## src/rtl/rifl_axis_sync_fifo.sv

```systemverilog
// Single-clock AXI-Stream FIFO, first-word-fall-through, with occupancy and almost flags.
// Define RIFL_AXIS_FIFO_PKT_MODE_EN to hold the output until a whole packet is buffered.
module rifl_axis_sync_fifo #(
    parameter int unsigned DWIDTH        = 32,
    parameter int unsigned DEPTH         = 16,
    parameter int unsigned AFULL_THRESH  = DEPTH - 2,
    parameter int unsigned AEMPTY_THRESH = 1
) (
    input  logic                     clk,
    input  logic                     rst_n,
    input  logic [DWIDTH-1:0]        s_axis_tdata,
    input  logic                     s_axis_tlast,
    input  logic                     s_axis_tvalid,
    output logic                     s_axis_tready,
    output logic [DWIDTH-1:0]        m_axis_tdata,
    output logic                     m_axis_tlast,
    output logic                     m_axis_tvalid,
    input  logic                     m_axis_tready,
    output logic [$clog2(DEPTH):0]   fifo_cnt,
    output logic                     almost_full,
    output logic                     almost_empty
);

    localparam int unsigned AW = $clog2(DEPTH);
    localparam int unsigned PW = AW + 1;

    // Reject illegal configurations at elaboration time
    if ((DEPTH < 2) || ((DEPTH & (DEPTH - 1)) != 0)) begin : g_bad_depth
        $error("rifl_axis_sync_fifo: DEPTH must be a power of two >= 2");
    end
    if ((AFULL_THRESH < 1) || (AFULL_THRESH > DEPTH)) begin : g_bad_afull
        $error("rifl_axis_sync_fifo: AFULL_THRESH must be in 1..DEPTH");
    end
    if (AEMPTY_THRESH > DEPTH - 1) begin : g_bad_aempty
        $error("rifl_axis_sync_fifo: AEMPTY_THRESH must be in 0..DEPTH-1");
    end

    logic [DWIDTH:0] mem [DEPTH];
    logic [PW-1:0]   wr_ptr;
    logic [PW-1:0]   rd_ptr;
    logic [PW-1:0]   wr_ptr_nxt;
    logic [PW-1:0]   rd_ptr_nxt;
    logic [PW-1:0]   cnt_nxt;
    logic            rdy_en;
    logic            empty;
    logic            full;
    logic            wr_fire;
    logic            rd_fire;

    assign empty = (wr_ptr == rd_ptr);
    assign full  = (wr_ptr[AW-1:0] == rd_ptr[AW-1:0]) && (wr_ptr[AW] != rd_ptr[AW]);

    assign s_axis_tready = rdy_en & ~full;
    assign wr_fire       = s_axis_tvalid & s_axis_tready;
    assign rd_fire       = m_axis_tvalid & m_axis_tready;

`ifdef RIFL_AXIS_FIFO_PKT_MODE_EN
    logic [PW-1:0] pkt_cnt;
    logic          pkt_inc;
    logic          pkt_dec;

    assign pkt_inc = wr_fire & s_axis_tlast;
    assign pkt_dec = rd_fire & m_axis_tlast;

    // Complete packets held; the full escape lets oversize packets drain cut-through
    assign m_axis_tvalid = ~empty & ((pkt_cnt != '0) | full);

    always_ff @(posedge clk or negedge rst_n) begin
        if (!rst_n) begin
            pkt_cnt <= '0;
        end else begin
            case ({pkt_inc, pkt_dec})
                2'b10:   pkt_cnt <= pkt_cnt + PW'(1);
                2'b01:   pkt_cnt <= pkt_cnt - PW'(1);
                default: pkt_cnt <= pkt_cnt;
            endcase
        end
    end
`else
    assign m_axis_tvalid = ~empty;
`endif

    // Head entry falls through combinationally; only a read moves rd_ptr
    assign {m_axis_tlast, m_axis_tdata} = mem[rd_ptr[AW-1:0]];

    always_comb begin
        wr_ptr_nxt = wr_ptr;
        rd_ptr_nxt = rd_ptr;
        if (wr_fire) begin
            wr_ptr_nxt = wr_ptr + PW'(1);
        end
        if (rd_fire) begin
            rd_ptr_nxt = rd_ptr + PW'(1);
        end
        cnt_nxt = wr_ptr_nxt - rd_ptr_nxt;
    end

    always_ff @(posedge clk or negedge rst_n) begin
        if (!rst_n) begin
            wr_ptr       <= '0;
            rd_ptr       <= '0;
            rdy_en       <= 1'b0;
            fifo_cnt     <= '0;
            almost_full  <= 1'b0;
            almost_empty <= 1'b1;
        end else begin
            wr_ptr       <= wr_ptr_nxt;
            rd_ptr       <= rd_ptr_nxt;
            rdy_en       <= 1'b1;
            fifo_cnt     <= cnt_nxt;
            almost_full  <= (cnt_nxt >= PW'(AFULL_THRESH));
            almost_empty <= (cnt_nxt <= PW'(AEMPTY_THRESH));
        end
    end

    // Storage is deliberately not reset
    always_ff @(posedge clk) begin
        if (wr_fire) begin
            mem[wr_ptr[AW-1:0]] <= {s_axis_tlast, s_axis_tdata};
        end
    end

endmodule

```

## config.mk

```make
export PLATFORM = sky130hd
export DESIGN_NAME = rifl_axis_sync_fifo
export DESIGN_NICKNAME = d
export VERILOG_FILES = /design/src/rtl/rifl_axis_sync_fifo.sv
export SDC_FILE = /design/constraint.sdc
export NUM_CORES = 1
export LEC_CHECK = 0
export CAP_MARGIN = 20
export CORE_MARGIN = 10
export CORE_UTILIZATION = 37
export CTS_CLUSTER_SIZE = 20
export DETAILED_ROUTE_END_ITERATION = 6
export PLACE_DENSITY = 0.5
export SLEW_MARGIN = 20
export SYNTH_ARGS = -nofsm -noshare
export SYNTH_HDL_FRONTEND = slang
export SYNTH_SLANG_ARGS = --single-unit
```

## constraint.sdc

```tcl
create_clock -name clk -period 6.9 [get_ports clk]
set_clock_uncertainty 0.05 [all_clocks]
set_input_delay 1.38 -clock clk [delete_from_list [all_inputs] [get_ports clk]]
set_output_delay 1.38 -clock clk [all_outputs]
set_load 0.1 [all_outputs]
```

After elaboration in Yosys (flattened, before gate mapping)
Memories as Yosys holds them, arrays and structs flattened.
Cells that the tools add are included.
{"block": "word_totals", "mem_bits_rw": 528, "n_memories": 1, "elab_cells": 25, "input_bits": 37, "regBits": 18, "out_inout_bits": 42}
{"block": "op_classes", "n_eq_ne": 3, "addsub": 3, "n_reduce_logical": 1, "magnitude_cmp": 2, "bitwise": 5, "mux": 4}
{"memory": "mem", "words": 16, "width": 33, "read_ports": 1, "rd_clocked_by_memory_dff": 0, "write_ports": 1, "line": "38", "text": "logic [DWIDTH:0] mem [DEPTH];"}
{"op": "$add 5x1->5 const B", "count": 2}
{"op": "$mux 5", "count": 2}
{"op": "$eq 5x5->1", "count": 1}
{"op": "$ge 5x4->1 const B", "count": 1}
{"op": "$le 5x1->1 const B", "count": 1}
{"op": "$sub 5x5->5", "count": 1}
{"op": "$eq 4x4->1", "count": 1}
{"op": "$and 1x1->1", "count": 3}
{"op": "$mux 1", "count": 2}
{"op": "$not 1->1", "count": 2}
{"op": "$logic_and 1x1->1", "count": 1}
{"op": "$ne 1x1->1", "count": 1}

Depth between registers and ports, before layout
{"block": "logic_depth", "ltp_word": 8, "depth_mapped": 14, "mapped_depth_nobuf": 12}

Worst setup path after synthesis
No wires, ideal clock.
{"block": "synth_path", "path_kind": "input to register", "start": "input s_axis_tvalid", "end": "memory mem[0][0] (netlist name), enable pin", "n_path_buf": 1, "cell_stages": 4, "arrival_ns": 4.134, "path_slack_ns": 2.252, "path_cell_list": "and3_1 clkbuf_1 nand2_1 nor3_1"}
{"block": "synth_between", "elab_chain_cells": 3}
{"item": "from (decl)", "line": "13", "text": "input logic s_axis_tvalid,"}
{"item": "$and 1x1->1", "line": "54", "text": "assign wr_fire = s_axis_tvalid & s_axis_tready;"}
{"item": "$mux 1", "line": "118", "text": "if (wr_fire) begin"}
{"item": "$mux 1 (not written as such)", "line": "119", "text": "mem[wr_ptr[AW-1:0]] <= {s_axis_tlast, s_axis_tdata};"}
{"item": "to (decl)", "line": "38"}
Every way passes these cells.

Worst setup path in the final report
{"block": "layout_path", "start": "register rd_ptr[0]", "end": "output m_axis_tdata[22]"}
{"block": "layout_between", "elab_chain_cells": 1}
{"item": "from (decl)", "line": "40", "text": "logic [PW-1:0] rd_ptr;"}
{"item": "from (signal assigned)", "line": "108", "text": "rd_ptr <= rd_ptr_nxt;"}
{"item": "$mem_v2 16x33"}
{"item": "to (decl)", "line": "15", "text": "output logic [DWIDTH-1:0] m_axis_tdata,"}
Every way passes these cells.

==> reports/metrics.yaml <==
outcome:
  status: "finished clean"
sta:
  hold_violations: 0
  worst_slew_pin_slew_ns: 1.05
  slew_headroom_pct: 29.8
  finalSetupTns_ns: 0
  fmax_ghz: 0.182
  period_share_pct: 79.8
  maxSlewViolCount: 0
  finalCriticalPeriod_ns: 5.51
  setup_viol: 0
  rsz0062_at_grt: "false"
layout:
  mostFrequentLayoutCells: "edfxtp_1 (528), mux4_2 (165), clkdlybuf4s50_1 (77), clkbuf_16 (56), buf_4 (24)"
  drive_gt1_share_pct: 28.9
  final_nets: 1033
  area_growth_syn_to_layout_pct: 17.6
  final_common_cell: "edfxtp_1"
  stdcell_count: 1789
synthesis:
  netlist_area_um2: 20900
  syn-num-nets: 908
  yosysSeqAreaShare_pct: 77.9
  synth_cells: 862
  ys_ff_latch: 546
  synthDistinctLibCells: 41
  syn_area_per_cell_um2: 24.3
  yosysWarnings: 0
route:
  drt-initial-drc-count: 766
  drtAntennaViolNets: 0
  routed_via_density: 5.21
  wl_um: 48100
  dr_total_vias: 9326
  avgRoutedWirePerCell_um: 26.9
  route.detailed.drc: 0
  firstDrtPassIters: 4
cts:
  cts_made_buffers: 56
  cts_buffer_depth: 3
  clk_latency_ns: 0.60
  cts.sinks: 546
  postCtsHoldBufs: 0
  clockRootBuffer: "clkbuf_16"
  clk_pin_slew_ns: 0.06
  cts.repair.resized: 0
  postCtsSetupBuffers: 0
  cts_tree: "yes"
  h-tree-depth: 2
power:
  p_leak_nw: 7.68
  ir_drop_mv: 0.460
  powerDensity_nw_per_um2: 468
min_path:
  min_to: "wr_ptr[4]"
  worstHoldStart: "wr_ptr[4]"
  hp-class: "flip-flop to flip-flop"
  min_path_cells: 1
worst_setup_path:
  r2r_end: "mem[4][22]"
  cp_max_fo: 45
  regToRegSetupSlack_ns: 2.57
  cp_cell_sequence: "buf_12 > mux4_2 > mux4_2 > clkdlybuf4s50_1"
  worst_r2r_path_depth: 8
  required_ns: 5.47
  worstSetupEndpointType: "output pin"
  crit_path_max_incr_delay_ns: 1.00
  cp.arrival_ns: 4.08
  worstSetupPathType: "flip-flop to output pin"
  slowest_stage: "clkdlybuf4s50_1"
  cp_common_cell: "mux4_2"
  worst_setup_path_start_kind: "flip-flop"
  reg2reg_from: "rd_ptr[1]"
global_routing:
  antenna_found_initial: 2
  overflow: 0
  grt_pass1_vias: 9803
  track_usage_pct: 14.5
  grt_pass1_wl_um: 70200
  grt_max_degree: 53
die:
  die_w_um: 258
  dieArea_um2: 66500
  die_y_um: 258
  coreArea_um2: 56200
  initial_core_util_pct: 37.3
  top_level_ports: 79
  row_count: 87
job:
  cap_viol_max_count: 0
placement:
  dp_hpwl_um: 25800
  io_buffers: 78
  routabilityCongestion: 0.708
  dp.cells: 1684
## where the power goes
group	switching, mW	internal, mW	total [mW]
Clock	1.22	1.57	2.79
Sequential	0.353	3.86	4.21
Combinational	2.87	1.64	4.51
Total	4.45	7.07	11.5
## metrics by stage
step                      hold slack (ns)  setup WS (ns)  area [um^2]  power (mW)  util [%]
after global routing                0.549           1.21        24600        12.0      43.8
after detailed placement            0.506           1.93        22900        8.88      40.8
after global placement              0.491           1.95        22900        8.87      40.7
after floorplan                     0.465           2.25        20900        7.69         -
after CTS                           0.514           1.28        24600        11.7      43.8
final                               0.506           1.39        24600        11.5      43.8
## cell families (layout without fill, tap and decap cells)
logic type	count (synthesis)	count (layout)	synth area share [%]
buffers and inverters	58	228	1.19
other	1	2	0.0179
multiplexers	167	167	17.8
AND/OR/NAND/NOR	48	48	1.11
AO/OA/AOI/OAI	14	14	0.556
XOR/XNOR	18	18	0.789
flip-flops	546	546	77.9
adder cells (fa/ha/maj)	10	10	0.627
## worst max-delay path, delay by kind of cell, from the launching register on
kind / cells / cell delay (ns)
mux: 2 / 1.13
flops: 1 / 0.88
buf+inv: 2 / 1.37
## how the worst max path moves through the flow
stage	startpoint	endpoint	slack [ns]	depth (start not counted)
global route	rd_ptr[0]	m_axis_tlast	1.21	4
finish	rd_ptr[0]	m_axis_tdata[22]	1.39	4
detailed placement	rd_ptr[0]	m_axis_tdata[22]	1.93	4
CTS	rd_ptr[0]	m_axis_tdata[22]	1.28	4
floorplan	s_axis_tvalid	mem[0][0]	2.25	4
global placement	rd_ptr[0]	m_axis_tdata[22]	1.95	4
## cell usage after synthesis (all sizes together)
cell type	n	share of area, %
ha	8	0.48
dfrtp	17	2.0
a31oi	1	0.030
xor2	6	0.25
and3	2	0.060
nand3	2	0.048
a211oi	2	0.13
o31ai	1	0.036
nor2	14	0.26
o21ai	3	0.072
nand2b	3	0.090
a2bb2oi	1	0.042
a21oi	2	0.048
nand4	3	0.090
dfstp	1	0.13
nor3	5	0.12
o2111ai	1	0.042
a211o	1	0.042
and4	3	0.13
edfxtp	528	76
buf	27	0.63
mux4	165	18
or3	1	0.030
xnor2	12	0.54
fa	1	0.096
maj3	1	0.054
conb	1	0.018
o211ai	1	0.036
inv	16	0.29
o311ai	1	0.078
mux2i	2	0.096
and2	1	0.030
clkbuf	15	0.27
nand2	14	0.25
## sequential cells by signal, summed over array words and instances (netlist names), named ones only
name,count
rdy_en,1
wr_ptr,4
almost_full,1
almost_empty,1
fifo_cnt,5
mem,528
rd_ptr,5
## layout make-up
type                       instances  area [um^2]
clock buffer                      72         1460
inverter                          16         60.1
timing repair buffer             109         1120
antenna                            1         2.50
sequential                       546        16300
tap                              756          946
clock inverter                    31          214
multi-input combinational        258         4490
fill                            4845        31600
## layer usage
layer,vias up,part of all wire [%],global-route usage [%]
met2,214,48,22.5
met1,5138,46,20.8
met4,2,1.4,3.82
met3,41,4.9,2.70
met5,-,0.027,0
li1,3931,-,-
(Power assumes the default switching activity.)
